--- config.mk ---
export PLATFORM = sky130hd
export DESIGN_NAME = mtrx_seq_ctrl
export DESIGN_NICKNAME = d
export VERILOG_FILES = /design/src/rtl/mgpu_mtrx_pkg.sv /design/src/rtl/mtrx_next_stage.sv /design/src/rtl/mtrx_seq_ctrl.sv
export SDC_FILE = /design/constraint.sdc
export NUM_CORES = 1
export LEC_CHECK = 0
export ABC_AREA = 1
export BUFFER_PORTS_ARGS = -buffer_cell sky130_fd_sc_hd__buf_2
export CAP_MARGIN = 20
export CELL_PAD_IN_SITES_DETAIL_PLACEMENT = 1
export CELL_PAD_IN_SITES_GLOBAL_PLACEMENT = 1
export CORE_MARGIN = 4
export CORE_UTILIZATION = 33
export DETAILED_ROUTE_END_ITERATION = 16
export GPL_ROUTABILITY_DRIVEN = 1
export PLACE_DENSITY = 0.76
export SYNTH_ARGS = -nofsm -noshare
export SYNTH_HDL_FRONTEND = slang
export SYNTH_HIERARCHICAL = 1
export SYNTH_SLANG_ARGS = --single-unit
--- constraint.sdc ---
create_clock -name CLK -period 3.05 [get_ports CLK]
set_clock_uncertainty 0.05 [all_clocks]
set_input_delay 0.1525 -clock CLK [delete_from_list [all_inputs] [get_ports CLK]]
set_output_delay 0.1525 -clock CLK [all_outputs]
set_load 0.005 [all_outputs]
--- src/rtl/mgpu_mtrx_pkg.sv ---
// Shared definitions for the matrix datapath sequencer: select codes,
// matrix geometry and the sequencer state encoding.
package mgpu_mtrx_pkg;

  localparam int unsigned MTRX_W  = 336;
  localparam int unsigned ELEM_W  = 21;
  localparam int unsigned NUM_STG = 6;

  localparam logic [2:0] MSEL_NONE  = 3'd0;
  localparam logic [2:0] MSEL_INPUT = 3'd1;
  localparam logic [2:0] MSEL_ROTX  = 3'd2;
  localparam logic [2:0] MSEL_ROTY  = 3'd3;
  localparam logic [2:0] MSEL_ROTZ  = 3'd4;
  localparam logic [2:0] MSEL_SHIFT = 3'd5;
  localparam logic [2:0] MSEL_PROJ  = 3'd6;

  typedef enum logic [1:0] {
    IDLE,
    SETTLE,
    SEND,
    DONE
  } mtrx_state_e;

  // Stage index (bit position in stage_en) to mux select code.
  function automatic logic [2:0] idx_to_sel(input logic [2:0] idx);
    logic [2:0] sel;
    case (idx)
      3'd0:    sel = MSEL_INPUT;
      3'd1:    sel = MSEL_ROTX;
      3'd2:    sel = MSEL_ROTY;
      3'd3:    sel = MSEL_ROTZ;
      3'd4:    sel = MSEL_SHIFT;
      3'd5:    sel = MSEL_PROJ;
      default: sel = MSEL_NONE;
    endcase
    return sel;
  endfunction

endpackage

--- src/rtl/mtrx_next_stage.sv ---
// Combinational finder: lowest set mask bit at or above from_idx.
module mtrx_next_stage
  import mgpu_mtrx_pkg::*;
(
  input  logic [5:0] mask,
  input  logic [2:0] from_idx,
  output logic [2:0] nxt_idx,
  output logic       none_left
);

  logic found;

  always_comb begin
    nxt_idx = '0;
    found   = 1'b0;
    for (int unsigned i = 0; i < NUM_STG; i++) begin
      if (!found && (i >= 32'(from_idx)) && mask[i]) begin
        nxt_idx = 3'(i);
        found   = 1'b1;
      end
    end
    none_left = !found;
  end

endmodule

--- src/rtl/mtrx_seq_ctrl.sv ---
// Per-frame matrix sequencer: settle delay after frame_start, then issue the
// enabled matrices one at a time over a valid/ready handshake.
module mtrx_seq_ctrl
  import mgpu_mtrx_pkg::*;
#(
  parameter int unsigned SETTLE_CYC = 16
) (
  input  logic       CLK,
  input  logic       rst,
  input  logic       frame_start,
  input  logic [5:0] stage_en,
  input  logic       mtrx_ready,
  input  logic       clr_overrun,
  output logic [2:0] mtrx_sel,
  output logic       mtrx_valid,
  output logic       mtrx_last,
  output logic       frame_done,
  output logic       busy,
  output logic       overrun
);

  mtrx_state_e state_q, state_d;
  logic [7:0]  cnt_q, cnt_d;
  logic [5:0]  snap_q, snap_d;
  logic [2:0]  cur_q, cur_d;

  logic [2:0]  sel_q, sel_d;
  logic        valid_q, valid_d;
  logic        last_q, last_d;
  logic        done_q, done_d;
  logic        busy_q, busy_d;
  logic        overrun_q, overrun_d;

  logic [2:0]  pick_from, pick_idx;
  logic        pick_none;
  logic [2:0]  tail_from, tail_idx;
  logic        tail_none;

  // One finder picks the first/next stage, the other looks above that pick
  // so mtrx_last can be registered together with mtrx_sel.
  assign pick_from = (state_q == SEND) ? 3'(cur_q + 3'd1) : '0;
  assign tail_from = 3'(cur_d + 3'd1);

  mtrx_next_stage u_pick (
    .mask      (snap_q),
    .from_idx  (pick_from),
    .nxt_idx   (pick_idx),
    .none_left (pick_none)
  );

  mtrx_next_stage u_tail (
    .mask      (snap_d),
    .from_idx  (tail_from),
    .nxt_idx   (tail_idx),
    .none_left (tail_none)
  );

  always_ff @(posedge CLK or posedge rst) begin
    if (rst) begin
      state_q   <= IDLE;
      cnt_q     <= '0;
      snap_q    <= '0;
      cur_q     <= '0;
      sel_q     <= '0;
      valid_q   <= 1'b0;
      last_q    <= 1'b0;
      done_q    <= 1'b0;
      busy_q    <= 1'b0;
      overrun_q <= 1'b0;
    end else begin
      state_q   <= state_d;
      cnt_q     <= cnt_d;
      snap_q    <= snap_d;
      cur_q     <= cur_d;
      sel_q     <= sel_d;
      valid_q   <= valid_d;
      last_q    <= last_d;
      done_q    <= done_d;
      busy_q    <= busy_d;
      overrun_q <= overrun_d;
    end
  end

  always_comb begin
    state_d = state_q;
    cnt_d   = cnt_q;
    snap_d  = snap_q;
    cur_d   = cur_q;
    case (state_q)
      IDLE, DONE: begin
        if (frame_start) begin
          state_d = SETTLE;
          snap_d  = stage_en;
          cnt_d   = 8'(SETTLE_CYC - 1);
        end else begin
          state_d = IDLE;
        end
      end
      SETTLE: begin
        if (cnt_q == '0) begin
          if (pick_none) begin
            state_d = DONE;
          end else begin
            state_d = SEND;
            cur_d   = pick_idx;
          end
        end else begin
          cnt_d = cnt_q - 8'd1;
        end
      end
      SEND: begin
        if (mtrx_ready) begin
          if (pick_none) begin
            state_d = DONE;
          end else begin
            cur_d = pick_idx;
          end
        end
      end
      default: state_d = IDLE;
    endcase
  end

  // Outputs are decoded from the next state so every output is a flop.
  always_comb begin
    valid_d   = (state_d == SEND);
    sel_d     = valid_d ? idx_to_sel(cur_d) : MSEL_NONE;
    last_d    = valid_d && tail_none;
    done_d    = (state_d == DONE);
    busy_d    = (state_d == SETTLE) || (state_d == SEND);
    overrun_d = overrun_q;
    if (frame_start && ((state_q == SETTLE) || (state_q == SEND))) begin
      overrun_d = 1'b1;
    end else if (clr_overrun) begin
      overrun_d = 1'b0;
    end
  end

  assign mtrx_sel   = sel_q;
  assign mtrx_valid = valid_q;
  assign mtrx_last  = last_q;
  assign frame_done = done_q;
  assign busy       = busy_q;
  assign overrun    = overrun_q;

  logic unused_tail;
  assign unused_tail = ^tail_idx;

endmodule
Yosys cells after proc, flatten, opt, wreduce, memory -nomap -nowiden
Cells that the tools add are included. W data, S select, Z words.

Flip-flop bits (word level): 27. Latch bits: 0. Bits in writable memories: 0. Bits in read-only memories: 0. Bits of input ports: 11. Logic and storage cells: 119. Memories kept: 0.

Add/subtract/negate cells: 3. Multipliers: 0. Divide/modulo/power cells: 0. $lt $le $gt $ge: 12. Equality and inequality tests: 13. Shift-type cells: 0. Multiplexer cells: 37. Bitwise operators: 0. Reduce and logical (&&, ||, !) cells: 44.

Operator list (number): $logic_and A1 B1 Y1 (24); $mux W3 (7); $pmux W3 S6 (1); $mux W1 (17); $mux W8 (2); $pmux W8 S2 (1); $ge A1 B3 Y1 const A (4); $ge A2 B3 Y1 const A (4); $ge A3 B3 Y1 const A (4); $mux W6 (2); $logic_not A1 Y1 (11); $mux W2 (5); $eq A2 B2 Y1 const B (4); $logic_not A8 Y1 (1); $sub A8 B1 Y8 const B (1); $add A3 B1 Y3 const B (2); $eq A3 B2 Y1 const B (2); $eq A3 B3 Y1 const B (2); $pmux W2 S3 (1); $pmux W3 S2 (1); $eq A2 B1 Y1 const B (2); $ne A2 B2 Y1 const B (2); $reduce_bool A2 Y1 (2); $eq A3 B1 Y1 const B (1); 5 further kinds (6).

Longest topological paths before layout
Gate-level depths: netlist (run 1).

Word-level depth: 54. Mapped depth: 29. Mapped depth without buffers: 29.

Hierarchy
The synthesis (run 1) kept the hierarchy.

By module, submodules not included: mtrx_seq_ctrl (instances 1, cells each 167, area an instance 1476.4 µm², sequential area each 675.6 µm²); mtrx_next_stage (instances 2, cells each 27, area an instance 146.4 µm², sequential area each 0.0 µm²).

Worst setup path after synthesis (run 1)
No wires, ideal clock.

Path type: register -> register. From: register state_q[0]. To: register last_q (netlist: mtrx_last). Arrival time: 3196 ps. Data required time: 2937 ps. Setup slack: -258 ps. Stages on the path, launching flop included: 27. Clock period less this slack: 3308 ps. Cell sequence: dfrtp_1 > inv_1 > ha_1 > o21ai_0 > a21oi_1 > nor2_1 > nand2_1 > nand2_2 > nor2_4 > nand2_2 > nor2_2 > inv_1 > nand2_1 > inv_2 > a32oi_1 > inv_1 > ha_1 > ha_1 > inv_1 > inv_2 > nand3_2 > nand2_4 > nor2_4 > nand2_2 > nor2_2 > nand2_1 > inv_1.

Cells in the longest elaborated chain, start to end: 54. Elaborated cells on any way between the ends: 81. Those cells by class: add/sub: 1; order compare: 12; eq/ne: 4; mux: 28; reduce/logical: 36.

RTL lines: from (decl) (line mtrx_seq_ctrl.sv:22) `mtrx_state_e state_q, state_d;`; from (signal assigned) (line mtrx_seq_ctrl.sv:71) `state_q <= state_d;`; $eq A2 B2 Y1 (*) (line mtrx_seq_ctrl.sv:41) `assign pick_from = (state_q == SEND) ? 3'(cur_q + 3'd1) : '0;`; $mux W3 (*) (line mtrx_seq_ctrl.sv:41); net pick_from[2] (line mtrx_seq_ctrl.sv:34) `logic [2:0] pick_from, pick_idx;`; $ge A1 B3 Y1 (line mtrx_next_stage.sv:17) `if (!found && (i >= 32'(from_idx)) && mask[i]) begin`; $logic_and A1 B1 Y1 (line mtrx_next_stage.sv:17); $mux W1 (line mtrx_next_stage.sv:17); $logic_not A1 Y1 (line mtrx_next_stage.sv:17); $logic_and A1 B1 Y1 (2 in series) (line mtrx_next_stage.sv:17); (+21 left out); net tail_from[0] (line mtrx_seq_ctrl.sv:36) `logic [2:0] tail_from, tail_idx;`; (+18 left out); $mux W1 (line mtrx_next_stage.sv:17); $logic_not A1 Y1 (line mtrx_next_stage.sv:17); $logic_and A1 B1 Y1 (2 in series) (line mtrx_next_stage.sv:17); $mux W1 (*) (line mtrx_next_stage.sv:17); $logic_not A1 Y1 (*) (line mtrx_next_stage.sv:22) `none_left = !found;`; net tail_none (line mtrx_seq_ctrl.sv:37) `logic tail_none;`; $logic_and A1 B1 Y1 (*) (line mtrx_seq_ctrl.sv:128) `last_d = valid_d && tail_none;`; net last_d (line mtrx_seq_ctrl.sv:29) `logic last_q, last_d;`; to (signal assigned) (line mtrx_seq_ctrl.sv:77) `last_q <= last_d;`; to (decl) (line mtrx_seq_ctrl.sv:29).

The timed path passes the listed nets; every way through them passes the cells marked *. A chain may end at the register's enable or synchronous reset.

Worst setup path after layout (run 1)
From: register cur_q[1]. To: register last_q (netlist: mtrx_last).

Cells in the longest elaborated chain, start to end: 54. Elaborated cells on any way between the ends: 76. Those cells by class: add/sub: 2; order compare: 12; eq/ne: 1; mux: 27; reduce/logical: 34.

RTL lines: from (decl) (line mtrx_seq_ctrl.sv:25) `logic [2:0] cur_q, cur_d;`; from (signal assigned) (line mtrx_seq_ctrl.sv:74) `cur_q <= cur_d;`; $add A3 B1 Y3 (*) (line mtrx_seq_ctrl.sv:41); $mux W3 (*) (line mtrx_seq_ctrl.sv:41); net pick_from[1] (line mtrx_seq_ctrl.sv:34); $ge A1 B3 Y1 (line mtrx_next_stage.sv:17); $logic_and A1 B1 Y1 (line mtrx_next_stage.sv:17); $mux W1 (line mtrx_next_stage.sv:17); $logic_not A1 Y1 (line mtrx_next_stage.sv:17); $logic_and A1 B1 Y1 (2 in series) (line mtrx_next_stage.sv:17); (+20 left out); net cur_d[1] (line mtrx_seq_ctrl.sv:25); (+1 left out); net tail_from[2] (line mtrx_seq_ctrl.sv:36); (+18 left out); $mux W1 (line mtrx_next_stage.sv:17); $logic_not A1 Y1 (line mtrx_next_stage.sv:17); $logic_and A1 B1 Y1 (2 in series) (line mtrx_next_stage.sv:17); $mux W1 (*) (line mtrx_next_stage.sv:17); $logic_not A1 Y1 (*) (line mtrx_next_stage.sv:22); net tail_none (line mtrx_seq_ctrl.sv:37); $logic_and A1 B1 Y1 (*) (line mtrx_seq_ctrl.sv:128); net last_d (line mtrx_seq_ctrl.sv:29).

Marks and branches as above.

==> flow_summary.yaml, run 1 <==
clock_tree:
  clockBufferDepth: 2
  clkLatencyLatePin_ns: 0.29
  htree_levels: 1
  cts.root.buffer_cell: "clkbuf_8"
  numCtsBuffers: 3
  cts_tree: "yes"
  clock_sinks: 27
  path_clk_slew_ns: 0.10
drt:
  finalWirelength_um: 4658
  drt-vias-per-instance: 4.581
  initialDrtViolationCount: 34
  ant_nets: 0
  dr.pass1.iters: 4
  vias: 1553
  wl_per_cell_um: 13.74
  drcViolationCount: 0
synth:
  synth.avg_cell_area_um2: 8.139
  syn_inst: 212
  ys.warnings.count: 6
  synth.cell_area_um2: 1725
  syn_nets: 236
sta:
  post-route-period-util_pct: 103.1
  rsz0062_at_grt: "true"
  timing.slew.headroom_pct: 75.57
  final_hold_viol_count: 0
  worst_pin_slew_ns: 0.3660
  whs_ns: 0.03605
  max_freq_mhz: 318.1
  worst_slack_ns: -0.09333
  finalSetupViolCount: 1
  final_max_slew_viol_count: 0
  min_period_ns: 3.143
global_routing:
  grtUsageTotal_pct: 14.99
  antenna_found_initial: 0
  grt_pass1_wl_um: 7362
  grt_pass1_vias: 1633
  grt-ovfl-total: 0
  grt_max_degree: 28
setup_path:
  critPathLaunch: "cur_q[1]$_DFF_PP0_"
  critPathKind: "flip-flop to flip-flop"
  r2r_setup_slack_ns: -0.09
  r2r_start: "cur_q[1]$_DFF_PP0_"
  startpoint_type: "flip-flop"
  rr_worst_depth: 28
  worst_ep_arrival_time_ns: 3.32
  cp_common_cell: "nand2_2"
  r2r-end: "mtrx_last$_DFF_PP0_"
  required_ns: 3.23
  slowest_stage: "dfrtp_1"
  critPathMaxFanout: 4
  cpPeakStageDelay_ns: 0.42
  crit_path_end_kind: "flip-flop"
floorplanning:
  die-area_um2: 6450
  start_util_pct: 34.00
  rows: 26
  core_um2: 5075
  die_h_um: 80.31
  ios: 19
  die_x_um: 80.31
min_path:
  hold_class: "input pin to flip-flop"
  hold_path_end: "snap_q[5]$_DFF_PP0_"
  holdPathStages: 3
  min_from: "stage_en[5]"
final_layout:
  n_antenna_cell: 0
  drive_gt1_share_pct: 43.49
  nNetsFinal: 294
  stdcell_area_um2: 2427
  areaGrowthSynthToFinish_pct: 40.68
  instances_no_fill: 339
power_and_ir_drop:
  power_per_cell_area_nw_per_um2: 385.6
  p_switching_uw: 321.9
  vdd_ir_drop_max_uv: 196.3
  leakage_uw: 0.001221
  intPower_uw: 614.2
  p_total_uw: 936.1
  swShare_pct: 34.38
  seqPwrFrac_pct: 43.7
  power.share.clock_pct: 23.0
  combPwrFrac_pct: 33.3
placement:
  hpwl_um: 3457
  dp_cells: 318
  postPlaceCellArea_um2: 2079
  gp_congestion: 0.7795
  io_buffers: 18
  detailedPlace.worstSlack_ns: -0.3112
run:
  cap_violations: 0
status:
  violations: "negative setup slack"
  status: "finished, violations left"
==> final cells by class <==
type	count	area [um2]
fill	632	2648
inverter	42	177.7
multi-input combinational	143	1060
clock buffer	4	45.04
timing repair buffer	53	381.6
sequential	27	675.6
tap	70	87.58
==> power groups by stage <==
stage / clock [uW] / combinational (uW) / sequential (uW)
global placement: 0 / 253 / 413
finish: 216 / 312 / 409
floorplan: 0 / 181 / 411
detailed placement: 0 / 265 / 415
CTS: 221 / 282 / 408
global route: 232 / 347 / 413
==> stage by stage <==
step	TNS, ns	util, %
4_1_cts	-0.1802	44.40
2_1_floorplan	0	-
3_5_place_dp	-0.3112	40.98
6_report	-0.09333	47.83
5_1_grt	-0.3471	47.83
3_3_place_gp	-0.1142	40.98
==> routing by layer <==
layer  vias to the layer above  global-route usage, %  share of wire (%)
li1                        776                      -                  -
met1                       749                  15.54                 40
met2                        19                  29.39                 56
met3                         9                  2.130                2.3
met4                         0                  6.419                2.0
met5                         -                      0                  0
==> worst max-delay path, delay by kind of cell (launching register included) <==
family	cells	cell delay, ns
and+or+nand+nor	16	1.17
buffers and inverters	7	0.51
AOI/OAI and AO/OA	2	0.27
DFF	1	0.42
adders and majority gates	3	0.65
==> registers in the layout, summed over array words and instances, names as in the netlist <==
register and cells:
cur_q 3, snap_q 6, cnt_q 8, mtrx_valid 1
mtrx_sel 3, frame_done 1, busy 1, state_q 2
mtrx_last 1, overrun 1
==> layout by cell type (no fill, tap or decap) <==
cell type,instances
inv_2,10
ha_1,8
dlygate4sd3_1,2
nor2_1,8
o21ai_4,1
buf_6,1
nand3_4,4
o21ai_0,7
dfrtp_1,27
a21oi_1,9
nand2_4,5
nor2_4,5
buf_2,18
o21ai_1,2
clkbuf_1,1
buf_16,1
nand4_1,2
a32oi_2,1
ha_4,5
inv_4,2
nand3_2,1
o22ai_1,1
a32oi_4,1
nand2_2,17
inv_1,27
buf_4,31
a31oi_1,1
o31ai_1,1
a21bo_2,1
xor2_1,2
nor2_2,3
nand2_1,40
clkbuf_8,3
nor2_8,1
a21oi_4,1
nand3_1,12
and2_1,2
inv_6,3
o21ai_2,2
==> worst max path at each step <==
stage                           to  slack (ns)  cells past startpoint
6_report       mtrx_last$_DFF_PP0_       -0.09                     28
5_1_grt        mtrx_last$_DFF_PP0_       -0.35                     28
4_1_cts        mtrx_last$_DFF_PP0_       -0.18                     28
3_5_place_dp   mtrx_last$_DFF_PP0_       -0.31                     29
3_3_place_gp   mtrx_last$_DFF_PP0_       -0.11                     28
2_1_floorplan  mtrx_last$_DFF_PP0_       0.002                     28
==> what timing repair did <==
action                                  4_1_cts  5_1_grt
endpoints found under the hold margin         1        6
pin swaps                                    15       21
buffers inserted                              7        7
hold buffers                                  1        1
endpoints found under the setup margin        1        2
resized for setup                            13       22
(Power assumes the default switching activity.)
==> run 2: changes to the inputs <==
--- a/config.mk
+++ b/config.mk
@@ -8,13 +8,11 @@
 export ABC_AREA = 1
 export BUFFER_PORTS_ARGS = -buffer_cell sky130_fd_sc_hd__buf_2
 export CAP_MARGIN = 20
-export CELL_PAD_IN_SITES_DETAIL_PLACEMENT = 1
-export CELL_PAD_IN_SITES_GLOBAL_PLACEMENT = 1
 export CORE_MARGIN = 4
 export CORE_UTILIZATION = 33
 export DETAILED_ROUTE_END_ITERATION = 16
 export GPL_ROUTABILITY_DRIVEN = 1
-export PLACE_DENSITY = 0.76
+export PLACE_DENSITY = 0.63
 export SYNTH_ARGS = -nofsm -noshare
 export SYNTH_HDL_FRONTEND = slang
 export SYNTH_HIERARCHICAL = 1
==> run 2 against run 1 <==
Net effect: the flow still finishes with violations (negative setup slack); critical path type unchanged; flip-flop and latch count unchanged; via count up 2.4%; final cell count grew 2.4%; largest power group unchanged; sequential power about the same.
==> flow_summary.yaml, run 2 (same netlist as run 1, synthesis figures left out) <==
floorplanning:
  die_h_um: 80.31
  core_um2: 5075
  die_x_um: 80.31
  ios: 19
  rows: 26
  die-area_um2: 6450
  start_util_pct: 34.00
clock_tree:
  cts.root.buffer_cell: "clkbuf_8"
  path_clk_slew_ns: 0.10
  htree_levels: 1
  clock_sinks: 27
  cts_tree: "yes"
  clkLatencyLatePin_ns: 0.28
  clockBufferDepth: 2
  numCtsBuffers: 3
min_path:
  hold_class: "input pin to flip-flop"
  hold_path_end: "overrun$_DFFE_PP0P_"
  min_from: "clr_overrun"
  holdPathStages: 2
setup_path:
  r2r_setup_slack_ns: -0.09
  required_ns: 3.23
  r2r_start: "cur_q[0]$_DFF_PP0_"
  cp_common_cell: "nand2_2"
  startpoint_type: "flip-flop"
  worst_ep_arrival_time_ns: 3.32
  cpPeakStageDelay_ns: 0.43
  crit_path_end_kind: "flip-flop"
  slowest_stage: "dfrtp_1"
  critPathKind: "flip-flop to flip-flop"
  rr_worst_depth: 28
  r2r-end: "mtrx_last$_DFF_PP0_"
  critPathMaxFanout: 4
global_routing:
  grt_pass1_vias: 1510
  grtUsageTotal_pct: 13.63
  antenna_found_initial: 0
  grt-ovfl-total: 0
  grt_max_degree: 28
  grt_pass1_wl_um: 6727
power_and_ir_drop:
  leakage_uw: 0.001273
  vdd_ir_drop_max_uv: 199.0
  p_switching_uw: 332.0
  seqPwrFrac_pct: 42.7
  combPwrFrac_pct: 35.1
  swShare_pct: 34.46
  power_per_cell_area_nw_per_um2: 379.5
  power.share.clock_pct: 22.2
  intPower_uw: 631.5
  p_total_uw: 963.4
final_layout:
  layout.cells.most_common_list: "nand2_1 (40), buf_4 (38), dfrtp_1 (27), inv_1 (26), buf_2 (18)"
  nNetsFinal: 302
  n_fill_cell: 463
  areaGrowthSynthToFinish_pct: 47.14
  n_antenna_cell: 0
  largest-register: "cnt_q"
  reg_top3: "cnt_q x8, snap_q x6"
  drive_gt1_share_pct: 48.01
  largest_reg_flops: 8
  layout_commonest_cell: "nand2_1"
  instances_no_fill: 347
  fin_util_pct: 50.02
sta:
  final_max_slew_viol_count: 0
  worst_slack_ns: -0.08759
  max_freq_mhz: 318.7
  timing.slew.headroom_pct: 60.39
  post-route-period-util_pct: 102.9
  final_hold_viol_count: 0
  worst_pin_slew_ns: 0.5934
  fin_tns_setup_ns: -0.2293
  rsz0062_at_grt: "true"
  min_period_ns: 3.138
  whs_ns: 0.01114
  finalSetupViolCount: 3
placement:
  hpwl_um: 2869
  gp_congestion: 0.7783
  io_buffers: 18
  dp_cells: 322
drt:
  wl_per_cell_um: 12.84
  finalWirelength_um: 4457
  drcViolationCount: 0
  dr.pass1.iters: 4
  drt-vias-per-instance: 4.582
  ant_nets: 0
  vias: 1590
  initialDrtViolationCount: 62
run:
  cap_violations: 0
status:
  status: "finished, violations left"
  violations: "negative setup slack"
[run 2: changes by cell type in the layout (fill, tap and decap cells not counted), moves of 2 or more]
| cell | change |
|---|---|
| buf_4 | +7 |
| buf_6 | +2 |
| nand2_2 | -2 |
| nand2_4 | +2 |
| nand3_1 | -2 |
| nand3_2 | +2 |
[run 2: area by class of cell]
type | count | area (um2) | share of cell area [%]
clock buffer | 3 | 41.29 | 1.626
timing repair buffer | 61 | 446.7 | 17.59
tap | 70 | 87.58 | 3.450
clock inverter | 1 | 5.005 | 0.1971
inverter | 42 | 175.2 | 6.900
multi-input combinational | 143 | 1107 | 43.62
sequential | 27 | 675.6 | 26.61
[run 2: metrics by stage]
stage          setup slack [ns]  cell area, um2
2_1_floorplan          0.001650            1767
3_3_place_gp           -0.08148            2110
3_5_place_dp            -0.1333            2110
4_1_cts               -0.006445            2315
5_1_grt                 -0.3084            2539
6_report               -0.08759            2539
[run 2: layer usage]
layer  track usage [%]  part of all wire [%]
met1             16.53                    41
met2             23.10                    52
met3             2.130                   3.0
met4             7.095                   4.3
met5                 0                     0
[run 2: worst max path at each step]
stage | startpoint | end | slack (ns)
global route | state_q[0]$_DFF_PP0_ | mtrx_last$_DFF_PP0_ | -0.31
CTS | cur_q[0]$_DFF_PP0_ | mtrx_last$_DFF_PP0_ | -0.006
finish | cur_q[0]$_DFF_PP0_ | mtrx_last$_DFF_PP0_ | -0.09
global placement | cur_q[1]$_DFF_PP0_ | mtrx_last$_DFF_PP0_ | -0.08
floorplan | cur_q[0]$_DFF_PP0_ | mtrx_last$_DFF_PP0_ | 0.002
detailed placement | cur_q[0]$_DFF_PP0_ | mtrx_last$_DFF_PP0_ | -0.13
[run 2: critical path: cells and delay by family, from the launching register on]
kind,cells,cell delay (ns)
fa+ha+maj,2,0.40
compound gates,1,0.20
simple gates,15,1.18
buf+inv,10,0.84
flops,1,0.43
[run 2: timing repair]
item,in CTS,in global routing
buffers inserted,11,8
setup endpoints to repair,1,3
endpoints found under the hold margin,0,11
pin swaps,12,15
gates resized for setup,17,29
hold buffers,0,1
cloned,0,0
[run 2: power by group through the flow]
stage	logic [uW]	clock network, uW	registers [uW]
after floorplan	181	0	411
after global placement	261	0	413
after detailed placement	267	0	415
after CTS	287	216	409
after global routing	372	233	415
final	338	214	411
